$ cat src/rtl/i2s_slave_transmitter.sv
// -----------------------------------------------------------------------------
// i2s_slave_transmitter
//
// Slave-side I2S transmitter. An external master supplies sclk and ws; this
// block shifts stereo samples out on sd_tx, MSB first. Sample pairs arrive over
// a valid/ready interface into a small FIFO. Each FIFO entry holds one
// {left, right} pair.
//
// sclk and ws are synchronised into the clk domain. Every falling edge of the
// synchronised sclk ("fall") shifts one bit out and samples ws. A ws 1->0 change
// starts a frame: the next pair is popped, left goes to the shifter and right is
// parked in hold_r until ws goes 0->1.
//
// Configuration macro:
//   I2S_SLAVE_TX_LJ_EN  defined   : left-justified, MSB driven at the ws-change fall
//                       undefined : Philips I2S, MSB one sclk after the ws change
//
// Ports:
//   clk          in   system clock (half sclk period > SYNC_STAGES+2 cycles)
//   rst          in   asynchronous active-low reset
//   sclk         in   serial clock from master (asynchronous)
//   ws           in   word select from master, 0=left 1=right (asynchronous)
//   sd_tx        out  serial data to master
//   in_data_l    in   left sample
//   in_data_r    in   right sample
//   in_valid     in   pair valid
//   in_ready     out  FIFO not full
//   frame_start  out  1-cycle pulse when a left word is loaded
//   underrun     out  1-cycle pulse when a frame starts with the FIFO empty
//   active       out  high while in the RUN state
// -----------------------------------------------------------------------------
module i2s_slave_transmitter #(
   parameter int unsigned WIDTH       = 8,
   parameter int unsigned FIFO_DEPTH  = 4,
   parameter int unsigned SYNC_STAGES = 2,
   parameter int unsigned TIMEOUT     = 256
) (
   input  logic             clk,
   input  logic             rst,
   input  logic             sclk,
   input  logic             ws,
   output logic             sd_tx,
   input  logic [WIDTH-1:0] in_data_l,
   input  logic [WIDTH-1:0] in_data_r,
   input  logic             in_valid,
   output logic             in_ready,
   output logic             frame_start,
   output logic             underrun,
   output logic             active
);

   // FIFO_DEPTH is a power of two and at least 2, so AW >= 1.
   localparam int unsigned AW = $clog2(FIFO_DEPTH);
   localparam int unsigned PW = AW + 1;
   localparam int unsigned CW = $clog2(TIMEOUT + 1);
   localparam logic [CW-1:0] TO_MAX  = CW'(TIMEOUT);
   localparam logic [CW-1:0] TO_LAST = CW'(TIMEOUT - 1);

   typedef enum logic [0:0] {
      StIdle,
      StRun
   } state_t;

   // ---------------------------------------------------------------------------
   // Synchronisers and fall strobe
   // ---------------------------------------------------------------------------
   logic [SYNC_STAGES-1:0] sclk_sync_q;
   logic [SYNC_STAGES-1:0] ws_sync_q;
   logic                   sclk_prev_q;
   logic                   sclk_s;
   logic                   ws_s;
   logic                   fall;

   always_ff @(posedge clk or negedge rst) begin
      if (!rst) begin
         sclk_sync_q <= '0;
         ws_sync_q   <= '0;
         sclk_prev_q <= 1'b0;
      end else begin
         sclk_sync_q <= {sclk_sync_q[SYNC_STAGES-2:0], sclk};
         ws_sync_q   <= {ws_sync_q[SYNC_STAGES-2:0], ws};
         sclk_prev_q <= sclk_s;
      end
   end

   assign sclk_s = sclk_sync_q[SYNC_STAGES-1];
   assign ws_s   = ws_sync_q[SYNC_STAGES-1];
   // sclk_prev_q resets low, so an sclk pin idling high never fakes a fall.
   assign fall   = sclk_prev_q & ~sclk_s;

   // ---------------------------------------------------------------------------
   // Sample FIFO: pointers carry a wrap bit so full and empty are distinct
   // ---------------------------------------------------------------------------
   logic [2*WIDTH-1:0] mem_q [FIFO_DEPTH];
   logic [PW-1:0]      wptr_q;
   logic [PW-1:0]      rptr_q;
   logic               empty;
   logic               full;
   logic               push;
   logic               pop;
   logic [WIDTH-1:0]   head_l;
   logic [WIDTH-1:0]   head_r;

   assign empty    = (wptr_q == rptr_q);
   assign full     = (wptr_q[PW-1] != rptr_q[PW-1]) && (wptr_q[AW-1:0] == rptr_q[AW-1:0]);
   assign in_ready = ~full;
   assign push     = in_valid & ~full;
   assign {head_l, head_r} = mem_q[rptr_q[AW-1:0]];

   always_ff @(posedge clk) begin
      if (push) begin
         mem_q[wptr_q[AW-1:0]] <= {in_data_l, in_data_r};
      end
   end

   always_ff @(posedge clk or negedge rst) begin
      if (!rst) begin
         wptr_q <= '0;
         rptr_q <= '0;
      end else begin
         if (push) begin
            wptr_q <= wptr_q + 1'b1;
         end
         if (pop) begin
            rptr_q <= rptr_q + 1'b1;
         end
      end
   end

   // ---------------------------------------------------------------------------
   // Transmit FSM
   // ---------------------------------------------------------------------------
   state_t           state_q, state_d;
   logic [WIDTH-1:0] shreg_q, shreg_d;
   logic [WIDTH-1:0] hold_r_q, hold_r_d;
   logic             ws_prev_q, ws_prev_d;
   logic             sd_tx_q, sd_tx_d;
   logic             frame_start_q, frame_start_d;
   logic             underrun_q, underrun_d;
   logic [CW-1:0]    cnt_q, cnt_d;
   logic [WIDTH-1:0] new_l;
   logic [WIDTH-1:0] new_r;
   logic             left_start;
   logic             right_start;

   // Only meaningful when qualified by fall.
   assign left_start  = ws_prev_q & ~ws_s;
   assign right_start = ~ws_prev_q & ws_s;

   always_ff @(posedge clk or negedge rst) begin
      if (!rst) begin
         state_q       <= StIdle;
         shreg_q       <= '0;
         hold_r_q      <= '0;
         ws_prev_q     <= 1'b0;
         sd_tx_q       <= 1'b0;
         frame_start_q <= 1'b0;
         underrun_q    <= 1'b0;
         cnt_q         <= '0;
      end else begin
         state_q       <= state_d;
         shreg_q       <= shreg_d;
         hold_r_q      <= hold_r_d;
         ws_prev_q     <= ws_prev_d;
         sd_tx_q       <= sd_tx_d;
         frame_start_q <= frame_start_d;
         underrun_q    <= underrun_d;
         cnt_q         <= cnt_d;
      end
   end

   always_comb begin
      state_d       = state_q;
      shreg_d       = shreg_q;
      hold_r_d      = hold_r_q;
      ws_prev_d     = ws_prev_q;
      sd_tx_d       = sd_tx_q;
      frame_start_d = 1'b0;
      underrun_d    = 1'b0;
      cnt_d         = cnt_q;
      pop           = 1'b0;
      new_l         = '0;
      new_r         = '0;

      if (fall) begin
         cnt_d     = '0;
         ws_prev_d = ws_s;

         unique case (state_q)
            StIdle: begin
               sd_tx_d = 1'b0;
               if (left_start) begin
                  state_d = StRun;
               end
            end
            StRun: begin
               // Default shift; a word load below overrides shreg_d.
               sd_tx_d = shreg_q[WIDTH-1];
               shreg_d = shreg_q << 1;
            end
         endcase

         if (left_start) begin
            frame_start_d = 1'b1;
            if (empty) begin
               // Send silence rather than repeating stale data.
               underrun_d = 1'b1;
            end else begin
               pop   = 1'b1;
               new_l = head_l;
               new_r = head_r;
            end
            hold_r_d = new_r;
`ifdef I2S_SLAVE_TX_LJ_EN
            sd_tx_d = new_l[WIDTH-1];
            shreg_d = new_l << 1;
`else
            // Old word's next bit goes out now; new MSB on the following fall.
            shreg_d = new_l;
`endif
         end else if (right_start && (state_q == StRun)) begin
`ifdef I2S_SLAVE_TX_LJ_EN
            sd_tx_d = hold_r_q[WIDTH-1];
            shreg_d = hold_r_q << 1;
`else
            shreg_d = hold_r_q;
`endif
         end
      end else begin
         // Saturating count of clk cycles since the last fall.
         if (cnt_q != TO_MAX) begin
            cnt_d = cnt_q + 1'b1;
         end
         if (cnt_q == TO_LAST) begin
            // Master has stopped; drop back and wait for a fresh left start.
            // FIFO contents are deliberately kept.
            state_d  = StIdle;
            sd_tx_d  = 1'b0;
            shreg_d  = '0;
            hold_r_d = '0;
         end
      end
   end

   assign sd_tx       = sd_tx_q;
   assign frame_start = frame_start_q;
   assign underrun    = underrun_q;
   assign active      = (state_q == StRun);

endmodule

$ cat config.mk
export PLATFORM = sky130hd
export DESIGN_NAME = i2s_slave_transmitter
export DESIGN_NICKNAME = d
export VERILOG_FILES = /design/src/rtl/i2s_slave_transmitter.sv
export SDC_FILE = /design/constraint.sdc
export NUM_CORES = 1
export LEC_CHECK = 0
export CAP_MARGIN = 20
export CORE_UTILIZATION = 60
export DETAILED_ROUTE_END_ITERATION = 10
export HOLD_SLACK_MARGIN = 0.02
export PLACE_DENSITY = 0.88
export SLEW_MARGIN = 20
export SYNTH_ARGS = -nofsm -noshare
export SYNTH_HDL_FRONTEND = slang
export SYNTH_SLANG_ARGS = --single-unit
$ cat constraint.sdc
create_clock -name clk -period 3.2 [get_ports clk]
set_input_delay 0.64 -clock clk [delete_from_list [all_inputs] [get_ports clk]]
set_output_delay 0.64 -clock clk [all_outputs]
set_load 0.01 [all_outputs]
==> impl_metrics.sql <==
INSERT INTO impl_metrics (metric_group, metric, value, unit) VALUES
('outcome', 'outcome', 'finished clean', ''),
('power', 'static-leakage-power', '1.88', 'nW'),
('sta', 'timing.final.setup_violations', '0', ''),
('synth', 'synthesis.area', '4310', 'sq um'),
('sta', 'worst-slew-pin-transition', '0.876', 'ns'),
('die', 'fp.dieW', '86.8', 'um'),
('synth', 'synth_enable_flop_cells', '64', ''),
('die', 'rows', '30', ''),
('sta', 'worst_rel_slew_slack', '0.416', ''),
('clocking', 'total_of_cells_resized_after_clock_tree_synthesis', '0', ''),
('sta', 'report.final.slew_viol_count', '0', ''),
('setup_path', 'worstSetupEndpointType', 'output pin', ''),
('place', 'numPortBuffers', '25', ''),
('clocking', 'clock_h_tree_levels', '3', ''),
('layout', 'stdcell_area', '4880', 'sq um'),
('power', 'power_report.internal_total', '0.00268', 'W'),
('power', 'total_switching_power', '0.00116', 'W'),
('flow_run', 'cap_viol_max_count', '0', ''),
('layout', 'nets', '329', ''),
('power', 'power.share.clock', '0.216', ''),
('setup_path', 'rr_worst_depth', '4', ''),
('sta', 'grt_setup_unrepaired', 'false', ''),
('synth', 'ys_warn_count', '0', ''),
('global_routing', 'first_pass_grt_wire_length', '11600', 'um'),
('clocking', 'ctsHoldBuffers', '0', ''),
('synth', 'synth_cells', '267', ''),
('sta', 'final-hold-violation-count', '0', ''),
('power', 'power.switching_fraction', '0.302', ''),
('sta', 'setup_total_negative_slack', '0', 'ns'),
('power', 'max-vdd-ir-drop', '0.426', 'mV'),
('synth', 'synthFlopType', 'edfxtp_1', ''),
('synth', 'yosys.cell_types.count', '35', ''),
('synth', 'synthXorXnorAreaFrac', '0.0348', ''),
('synth', 'ys_ff_latch', '105', ''),
('setup_path', 'cp_data_required_time', '2.56', 'ns'),
('setup_path', 'crit_arrival', '1.83', 'ns'),
('power', 'cellPowerDensity', '787', 'nW/um^2'),
('clocking', 'post_cts_buffers', '0', ''),
('drt', 'wl_per_cell', '17.6', 'um'),
('drt', 'drtAntennaViolNets', '0', ''),
('layout', 'antenna_cells_inserted', '0', ''),
('place', 'placement.cell_area', '4680', 'sq um'),
('die', 'number_of_primary_i_o_pins', '26', ''),
('global_routing', 'grt_usage', '0.213', ''),
('power', 'seq_power_share', '0.514', ''),
('synth', 'syn_area_per_cell', '16.1', 'sq um'),
('die', 'floorplan.core_area', '6870', 'sq um'),
('synth', 'main_combinational_cell_family_by_area_after_synthesis', 'multiplexers', ''),
('sta', 'timing.fmax', '404', 'MHz'),
('synth', 'post_synth_and_or_nand_nor_area_fraction', '0.0749', ''),
('synth', 'yosysSeqAreaShare', '0.684', ''),
('worst_hold_path', 'holdPathStages', '0', ''),
('sta', 'timing.clock.skew', '0.0111', 'ns'),
('global_routing', 'grt_pass1_vias', '2333', ''),
('clocking', 'clockBufferDepth', '2', ''),
('clocking', 'clk_root_buffer_cell', 'clkbuf_8', ''),
('die', 'start_util', '0.628', ''),
('die', 'die_area', '7530', 'sq um'),
('drt', 'detail_route.vias_per_cell', '5.72', ''),
('layout', 'areaGrowthSynthToFinish', '13.3', '%'),
('sta', 'final.min_clock_period', '2.47', 'ns'),
('drt', 'detail_route.first_pass.iterations', '4', ''),
('drt', 'dr.first_iter.drc_count', '113', ''),
('setup_path', 'worst-path-max-fanout', '4', ''),
('clocking', 'clk-insertion-delay-late', '0.36', 'ns'),
('layout', 'final_layout_size_suffix_gt1_frac', '0.125', ''),
('synth', 'synth_compound_gate_area_share', '0.0546', ''),
('worst_hold_path', 'timing.hold.worst.class', 'flip-flop to flip-flop', ''),
('clocking', 'clock_edge_transition_at_the_registers_on_the_reported_setup_and_hold_paths', '0.09', 'ns'),
('place', 'gp_congestion', '0.816', ''),
('global_routing', 'grt-ovfl-total', '0', '');
## layout make-up
cell class	instances	area (sq um)
timing repair buffer	34	313
fill	435	1990
tap	96	120
inverter	6	22.5
multi-input combinational	144	1270
clock inverter	6	83.8
clock buffer	9	124
sequential	105	2950
## synthesized netlist by cell type (all sizes together), types with 6 or more instances
cell type | n | area, sq um
nor2 | 11 | 41.3
nand3 | 18 | 90.1
mux4 | 16 | 383
ha | 8 | 100
o21ai | 8 | 40.0
inv | 6 | 22.5
buf | 7 | 50.1
dfrtp | 41 | 1030
xnor2 | 10 | 106
a22o | 9 | 78.8
edfxtp | 64 | 1920
nand2 | 18 | 67.6
a22oi | 7 | 52.6
mux2i | 7 | 70.1
## cell usage in the layout (no fill, tap or decap), types with 8 or more instances in the layout
cell,synthesis,final
a22o_1,9,9
buf_4,1,9
clkbuf_8,0,9
clkdlybuf4s50_1,0,24
dfrtp_1,41,41
edfxtp_1,64,64
ha_1,8,8
mux4_2,10,10
nand2_1,18,18
nand3_1,18,18
nor2_1,11,11
xnor2_1,9,9
## power by group through the flow
stage	Combinational, W	Clock [W]	Sequential, W
after global placement	0.000999	0	0.00199
after CTS	0.00106	0.000853	0.00198
after floorplan	0.000778	0	0.00195
after global routing	0.00114	0.000899	0.00201
after detailed placement	0.00104	0	0.00200
final	0.00104	0.000831	0.00197
## registers in the layout, indices dropped and copies added, names as in the netlist
signal and cells:
active 1, cnt_q 9, frame_start 1, hold_r_q 8
mem_q 64, rptr_q 3, sclk_prev_q 1, sclk_sync_q 2
sd_tx 1, shreg_q 8, underrun 1, wptr_q 3
ws_prev_q 1, ws_sync_q 2
## metrics by stage
stage                     utilization  power (W)  hold slack (ns)  setup slack [ns]
after floorplan                     -    0.00272            0.331              1.19
after global placement          0.681    0.00298            0.338             0.913
after detailed placement        0.681    0.00305            0.336             0.835
after CTS                       0.711    0.00389            0.357             0.701
after global routing            0.711    0.00405            0.374             0.609
final                           0.711    0.00385            0.358             0.727
## worst max-delay path, stage by stage, from the launching register on
cell	delay, ns
dfrtp_1	0.43
xnor2_1	0.39
nand3_1	0.16
clkdlybuf4s50_1	0.51
## layer usage
layer,part of all wire,vias to the layer above,global-route usage,routed length (um)
met5,0,-,0,0
met4,0.0048,0,0.0561,34
met3,0.040,2,0.0524,278
met2,0.52,50,0.348,3630
met1,0.44,1163,0.292,3090
li1,-,1071,-,-
## worst paths after layout
| check | start | to | slack (ns) |
|---|---|---|---|
| worst min-delay path | sclk_sync_q[0] | sclk_sync_q[1] | 0.36 |
| worst max-delay path | wptr_q[1] | in_ready | 0.73 |
| worst min register to register | sclk_sync_q[0] | sclk_sync_q[1] | 0.36 |
| worst max register to register | wptr_q[1] | mem_q[3][3] | 1.23 |
| max in group asynchronous | rst | rptr_q[0] | 2.25 |
| min in group asynchronous | rst | cnt_q[2] | 0.39 |
## cell families (layout without fill, tap and decap cells)
| group | after synthesis | after routing |
|---|---|---|
| buf+inv | 18 | 55 |
| fa+ha+maj | 8 | 8 |
| flops | 105 | 105 |
| mux | 24 | 24 |
| xor+xnor | 15 | 15 |
| simple gates | 66 | 66 |
| compound gates | 31 | 31 |
No activity file was read; power rests on OpenSTA's default activity.
